**src/rtl/parity_pkg.sv**
```systemverilog
// ============================================================================
// Module      : parity_pkg
// Description : Shared state encoding and parity-sense constants for the
//               serial parity-frame receiver.
// Revision    : 1.0 - initial release
// ============================================================================
`default_nettype none

package parity_pkg;

    typedef enum logic [1:0] {
        IDLE   = 2'd0,
        DATA   = 2'd1,
        PARITY = 2'd2,
        DONE   = 2'd3
    } state_t;

    localparam logic PAR_EVEN = 1'b0;
    localparam logic PAR_ODD  = 1'b1;

endpackage : parity_pkg

`default_nettype wire

```
**src/rtl/parity_acc.sv**
```systemverilog
// ============================================================================
// Module      : parity_acc
// Description : One-bit running-XOR accumulator with synchronous clear and
//               enable; clear takes priority over enable.
// Revision    : 1.0 - initial release
// ============================================================================
`default_nettype none

module parity_acc (
    input  logic clk,
    input  logic rst,
    input  logic clr,
    input  logic en,
    input  logic d,
    output logic q
);

    logic r_q;
    logic w_next;

    assign w_next = r_q ^ d;

    always_ff @(posedge clk or posedge rst) begin
        if (rst) begin
            r_q <= 1'b0;
        end else if (clr) begin
            r_q <= 1'b0;
        end else if (en) begin
            r_q <= w_next;
        end
    end

    assign q = r_q;

endmodule : parity_acc

`default_nettype wire

```
**src/rtl/parity_frame_rx.sv**
```systemverilog
// ============================================================================
// Module      : parity_frame_rx
// Description : Serial LSB-first frame receiver: assembles WIDTH data bits,
//               checks the trailing parity bit and strobes done for a cycle.
// Revision    : 1.0 - initial release
// ============================================================================
`default_nettype none

module parity_frame_rx
    import parity_pkg::*;
#(
    parameter int WIDTH = 8,
    parameter int ODD   = 0
) (
    input  logic             clk,
    input  logic             rst,
    input  logic             start,
    input  logic             bit_in,
    input  logic             bit_valid,
    output logic [WIDTH-1:0] data_out,
    output logic             parity_err,
    output logic             done,
    output logic             busy
);

    localparam int             CNT_W  = $clog2(WIDTH);
    localparam logic [CNT_W-1:0] c_LAST = CNT_W'(WIDTH - 1);
    localparam logic           c_SENSE = (ODD != 0) ? PAR_ODD : PAR_EVEN;

    state_t           r_state;
    state_t           w_next_state;
    logic [CNT_W-1:0] r_cnt;
    logic [WIDTH-1:0] r_word;
    logic [WIDTH-1:0] r_data;
    logic             r_err;
    logic             r_done;
    logic             r_busy;

    logic             w_acc_clr;
    logic             w_data_take;
    logic             w_par_take;
    logic             w_par;
    logic             w_err;

    parity_acc u_parity_acc (
        .clk (clk),
        .rst (rst),
        .clr (w_acc_clr),
        .en  (w_data_take),
        .d   (bit_in),
        .q   (w_par)
    );

    assign w_err = w_par ^ bit_in ^ c_SENSE;

    always_ff @(posedge clk or posedge rst) begin
        if (rst) begin
            r_state <= IDLE;
        end else begin
            r_state <= w_next_state;
        end
    end

    always_comb begin
        w_next_state = r_state;
        w_acc_clr    = 1'b0;
        w_data_take  = 1'b0;
        w_par_take   = 1'b0;
        case (r_state)
            IDLE: begin
                if (start) begin
                    w_next_state = DATA;
                    w_acc_clr    = 1'b1;
                end
            end
            DATA: begin
                if (bit_valid) begin
                    w_data_take = 1'b1;
                    if (r_cnt == c_LAST) begin
                        w_next_state = PARITY;
                    end
                end
            end
            PARITY: begin
                if (bit_valid) begin
                    w_par_take   = 1'b1;
                    w_next_state = DONE;
                end
            end
            DONE:    w_next_state = IDLE;
            default: w_next_state = IDLE;
        endcase
    end

    // Strobes are decoded from the next state so every output is a flop.
    always_ff @(posedge clk or posedge rst) begin
        if (rst) begin
            r_cnt  <= '0;
            r_word <= '0;
            r_data <= '0;
            r_err  <= 1'b0;
            r_done <= 1'b0;
            r_busy <= 1'b0;
        end else begin
            r_done <= (w_next_state == DONE);
            r_busy <= (w_next_state == DATA) || (w_next_state == PARITY);
            if (w_acc_clr) begin
                r_cnt  <= '0;
                r_word <= '0;
            end else if (w_data_take) begin
                r_word[r_cnt] <= bit_in;
                r_cnt         <= r_cnt + CNT_W'(1);
            end
            if (w_par_take) begin
                r_data <= r_word;
                r_err  <= w_err;
            end
        end
    end

    assign data_out   = r_data;
    assign parity_err = r_err;
    assign done       = r_done;
    assign busy       = r_busy;

endmodule : parity_frame_rx

`default_nettype wire
```
**config.mk**
```make
export PLATFORM = sky130hd
export DESIGN_NAME = parity_frame_rx
export DESIGN_NICKNAME = d
export VERILOG_FILES = /design/src/rtl/parity_pkg.sv /design/src/rtl/parity_acc.sv /design/src/rtl/parity_frame_rx.sv
export SDC_FILE = /design/constraint.sdc
export NUM_CORES = 1
export LEC_CHECK = 0
export CELL_PAD_IN_SITES_DETAIL_PLACEMENT = 1
export CELL_PAD_IN_SITES_GLOBAL_PLACEMENT = 2
export CORE_MARGIN = 10
export CORE_UTILIZATION = 31
export DETAILED_ROUTE_END_ITERATION = 16
export GPL_TIMING_DRIVEN = 0
export PLACE_DENSITY = 0.76
export SYNTH_ARGS = -nofsm -noshare
export SYNTH_HDL_FRONTEND = slang
export SYNTH_HIERARCHICAL = 1
export SYNTH_SLANG_ARGS = --single-unit
```
**constraint.sdc**
```tcl
create_clock -name clk -period 1.6 [get_ports clk]
set_clock_uncertainty 0.05 [all_clocks]
set_input_delay 0.32 -clock clk [delete_from_list [all_inputs] [get_ports clk]]
set_output_delay 0.32 -clock clk [all_outputs]
set_load 0.02 [all_outputs]
```
### Yosys cells after proc, flatten, opt, wreduce, memory -nomap -nowiden

Index checks and enable logic that the tools add are counted.

* flip-flop bits (word level): 25
* latch bits: 0
* memory bits (writable): 0
* ROM bits: 0
* bits of input ports: 5
* output and inout bits: 11
* word-level logic and storage cells: 42
* memories kept: 0

* add/subtract/negate cells: 1
* multiply operators: 0
* divide/modulo/power cells: 0
* magnitude comparators: 2
* eq/ne operators: 7
* shifts and indexed selects: 0
* mux-type cells: 19
* bitwise logic cells: 1
* reduce and logical (&&, ||, !) cells: 4

Operator list (number)
* $mux 8: 2
* $bwmux 8: 1
* $eq 2x2->1 const B: 4
* $mux 1: 8
* $mux 2: 4
* $pmux 2 s4: 1
* $mux 3: 2
* $eq 2x1->1 const B: 2
* $lt 3x4->1 const B: 1
* $add 3x1->3 const B: 1
* $demux 1 s3: 1
* $eq 3x3->1 const B: 1
* $ge 3x1->1 const B: 1
* $logic_not 2->1: 1
* $reduce_bool 2->1: 1
* $logic_and 1x1->1: 1
* $logic_or 1x1->1: 1
* $xor 1x1->1: 1

### Logic depth before layout (Yosys ltp)

* depth in word-level cells: 7
* gate-level depth with buffers: 6
* mapped depth without buffers: 6

### Cells and area by module

The synthesis kept the hierarchy.

Modules (own cells, without submodules)
* parity_frame_rx: times used 1, cells an instance 99, area each 1113.6 um^2, seq. area each 600.6 um^2
* parity_acc: times used 1, cells an instance 5, area each 55.1 um^2, seq. area each 25.0 um^2

### Worst setup path before layout

No wires, ideal clock.

* kind: register to register
* start point: register r_cnt[0]
* end point: register r_busy, in the netlist busy
* library setup time: 0.126 ns
* arrival time: 1.434 ns
* data required time: 1.424 ns
* path slack: -0.010 ns
* stages on the path, launching flop included: 7
* buffers on the path: 0
* clock period less this slack: 1.610 ns
* cell sequence: dfrtp_1 ha_1 ha_1 nand2_1 nand2_1 a221oi_1 ha_1

* longest elaborated chain between the ends: 6
* elaborated cells on any way between the ends: 7
* those cells by class: eq/ne (3); mux (3); reduce/logical (1)

RTL lines
* from (decl): RTL line parity_frame_rx.sv:32 `logic [CNT_W-1:0] r_cnt;`
* from (signal assigned): RTL line parity_frame_rx.sv:112 `r_cnt <= r_cnt + CNT_W'(1);`
* $eq 3x3->1 *: RTL line parity_frame_rx.sv:79 `if (r_cnt == c_LAST) begin`
* $mux 2 *: RTL line parity_frame_rx.sv:79
* $mux 2 *: RTL line parity_frame_rx.sv:77 `if (bit_valid) begin`
* $pmux 2 s4 *: RTL line parity_frame_rx.sv:69 `case (r_state)`
* named net w_next_state[0]: RTL line parity_frame_rx.sv:31 `state_t w_next_state;`
* $eq 2x1->1 / $eq 2x2->1 (equally long branches): RTL line parity_frame_rx.sv:106 `r_busy <= (w_next_state == DATA) || (w_next_state == PARITY);`
* $logic_or 1x1->1 *: RTL line parity_frame_rx.sv:106
* to (signal assigned): RTL line parity_frame_rx.sv:106
* to (decl): RTL line parity_frame_rx.sv:37 `logic r_busy;`

The timed path passes the listed nets; every way through them passes the cells marked *.
A chain may end at the register's enable or synchronous reset.

### Worst setup path after layout

* start point: register r_cnt[1]
* end point: register r_busy, in the netlist busy

Same word-level chain as after synthesis.

==> results.sh <==
export IMPL_status="finished, final reports clean"
export IMPL_grt_pass1_vias=910
export IMPL_syn_avg_cell_area_um2=11.2
export IMPL_drv_cap=0
export IMPL_numCtsBuffers=3
export IMPL_seq_area_frac_synth=0.535
export IMPL_drive_gt1_frac=0.234
export IMPL_initial_core_util=0.319
export IMPL_netlist_area_leader_share=0.535
export IMPL_wl_per_cell_um=15.1
export IMPL_drt_iter0_markers=27
export IMPL_ys_warn_count=6
export IMPL_vias=861
export IMPL_antenna_found_initial=0
export IMPL_r2r_slack_ns=0.03
export IMPL_worstSetupStartpointType="flip-flop"
export IMPL_first_pass_iters=4
export IMPL_power_density_nw_per_um2=1460
export IMPL_arrival_ns=1.68
export IMPL_synth_common_cells="dfrtp_1, o21ai_0, mux2_2"
export IMPL_syn_nets=112
export IMPL_yosysTopAreaCell="dfrtp_1"
export IMPL_reg2reg_depth=6
export IMPL_min_path_type="input pin to asynchronous set/reset pin"
export IMPL_fin_cells=172
export IMPL_cts_path_max_buffers=2
export IMPL_cts_sinks=25
export IMPL_grt_max_degree=25
export IMPL_fmax_mhz=637
export IMPL_area_growth_synth_to_final_pct=24.0
export IMPL_die_area_um2=6630
export IMPL_required_ns=1.71
export IMPL_cellLeakagePower_nw=0.684
export IMPL_die_x_um=81.4
export IMPL_detail_route_antenna_nets=0
export IMPL_rows=22
export IMPL_finalWirelength_um=2590
export IMPL_r2r_end="busy$_DFF_PP0_"
export IMPL_synth_ff_type="dfrtp_1"
export IMPL_cts_tree="done"
export IMPL_ys_top_cells_by_area="dfrtp_1, mux2_2, o21ai_0, ha_1, a21oi_1"
export IMPL_synthCells=104
export IMPL_hold_viol_final=0
export IMPL_max_slew_margin=0.391
export IMPL_syn_area_um2=1170
export IMPL_grt_pass1_wl_um=4460
export IMPL_drv_slew=0
export IMPL_dp_hpwl_um=1890
export IMPL_hold_buffers=0
export IMPL_drc_errors=0
export IMPL_fin_crit_sh=0.981
export IMPL_core_area_um2=3660
export IMPL_yosysMostFrequentCell="dfrtp_1"
export IMPL_grt_overflow=0
export IMPL_setup_tns_ns=0
export IMPL_synth_distinct_cells=33
export IMPL_routed_via_density=5.01
export IMPL_critPathCaptureType="flip-flop"
export IMPL_synth_edf_count=0
export IMPL_path_clk_slew_ns=0.09
export IMPL_power_w=0.00211
export IMPL_dp_cells=166
export IMPL_rsz0062_at_grt="true"
export IMPL_htree_levels=1
export IMPL_track_usage=0.0857
export IMPL_r2r_start="r_cnt[1]$_DFFE_PP0P_"
export IMPL_nNetsFinal=133
export IMPL_ir_worst_vdd_v=0.000611
export IMPL_async_flop_share=1.00
export IMPL_period_minus_slack_ns=1.57
export IMPL_gp_congestion=0.695
export IMPL_die_y_um=81.4
export IMPL_cts_root_buf="clkbuf_8"
export IMPL_synth_seq_cells=25
export IMPL_critical_path_class="flip-flop to flip-flop"
export IMPL_nFillCells=414
export IMPL_portBuffers=14
export IMPL_n_antenna_cell=0
export IMPL_tightest_slew_ns=0.913
export IMPL_setup_violations_final=0
export IMPL_boundaryPins=16
export IMPL_clk_latency_ns=0.28
export IMPL_crit_fanout=2
==> power by group <==
group	leakage [nW]	total, W	switching [W]	internal (W)
clock	0.0217	0.000391	0.000214	0.000177
sequential	0.325	0.000904	0.000100	0.000803
combinational	0.337	0.000816	0.000450	0.000366
total	0.684	0.00211	0.000764	0.00135
==> stage by stage <==
step           hold slack (ns)  utilization  setup WS (ns)  cell area, µm²
6_report                 0.143        0.396         0.0297            1450
3_3_place_gp             0.420        0.376         -0.104            1380
4_1_cts                  0.146        0.389       -0.00904            1420
5_1_grt                  0.134        0.396        -0.0455            1450
3_5_place_dp             0.430        0.376         -0.119            1380
2_1_floorplan         -0.00129            -         0.0528            1170
==> state kept, by name, summed over array words and instances (netlist names) <==
name	flops
u_parity_acc/q	1
busy	1
done	1
r_word	8
data_out	8
r_cnt	3
r_state	2
parity_err	1
==> cells by family after synthesis <==
kind of cell / Yosys count / share of synthesized area
AO/OA/AOI/OAI: 23 / 0.122
flip-flops: 25 / 0.535
XOR/XNOR: 1 / 0.00750
multiplexers: 8 / 0.0771
AND/OR/NAND/NOR: 31 / 0.167
buffers and inverters: 13 / 0.0589
adder cells (fa/ha/maj): 3 / 0.0321
==> cell type report <==
type	instances	area [µm²]	area share
buffer	8	45.0	0.0311
clock buffer	3	41.3	0.0285
clock inverter	1	7.51	0.00518
inverter	5	23.8	0.0164
multi-input combinational	66	500	0.345
sequential	25	626	0.432
tap	48	60.1	0.0415
timing repair buffer	16	145	0.100
==> layout by cell type, fill, tap and decap left out, types with 2 or more instances in the layout <==
| cell type | Yosys | layout |
|---|---|---|
| buf_4 | 1 | 3 |
| nand3_1 | 6 | 6 |
| a21oi_1 | 7 | 7 |
| inv_1 | 4 | 4 |
| a22o_1 | 2 | 2 |
| clkdlybuf4s50_1 | 0 | 3 |
| dlygate4sd2_1 | 0 | 10 |
| mux2_2 | 8 | 8 |
| nor2b_1 | 2 | 2 |
| buf_2 | 2 | 2 |
| nand2_1 | 6 | 4 |
| nand3b_1 | 2 | 2 |
| nand2_2 | 0 | 2 |
| nand4_1 | 3 | 3 |
| dfrtp_1 | 25 | 25 |
| clkbuf_8 | 0 | 3 |
| o311ai_0 | 2 | 2 |
| clkbuf_1 | 3 | 3 |
| nand2b_1 | 3 | 3 |
| o21ai_0 | 9 | 9 |
==> critical path: stages (launching register included) <==
cell,delay [ns]
dfrtp_1,0.40
ha_2,0.20
ha_4,0.16
nand2_2,0.06
nand2_2,0.05
a221oi_2,0.27
ha_1,0.28
==> repair_timing <==
action,CTS,global route
gates resized for setup,12,4
pin swaps,2,4
endpoints found under the hold margin,0,0
setup buffers,1,1
endpoints found under the setup margin,11,3
==> layer usage <==
metal | GRT usage | share of wire
met1 | 0.0978 | 0.41
met3 | 0.0166 | 0.043
met4 | 0.0415 | 0.022
met5 | 0 | 0
met2 | 0.149 | 0.52
==> worst max-delay path by stage <==
| stage | startpoint | to | slack (ns) | cells past startpoint |
|---|---|---|---|---|
| after floorplan | r_cnt[0]$_DFFE_PP0P_ | busy$_DFF_PP0_ | 0.05 | 6 |
| after global placement | start | r_cnt[1]$_DFFE_PP0P_ | -0.10 | 5 |
| after detailed placement | start | r_cnt[2]$_DFFE_PP0P_ | -0.12 | 5 |
| after CTS | r_cnt[1]$_DFFE_PP0P_ | busy$_DFF_PP0_ | -0.009 | 6 |
| after global routing | r_cnt[0]$_DFFE_PP0P_ | busy$_DFF_PP0_ | -0.05 | 6 |
| final | r_cnt[1]$_DFFE_PP0P_ | busy$_DFF_PP0_ | 0.03 | 6 |
No activity file was read; power rests on OpenSTA's default activity.
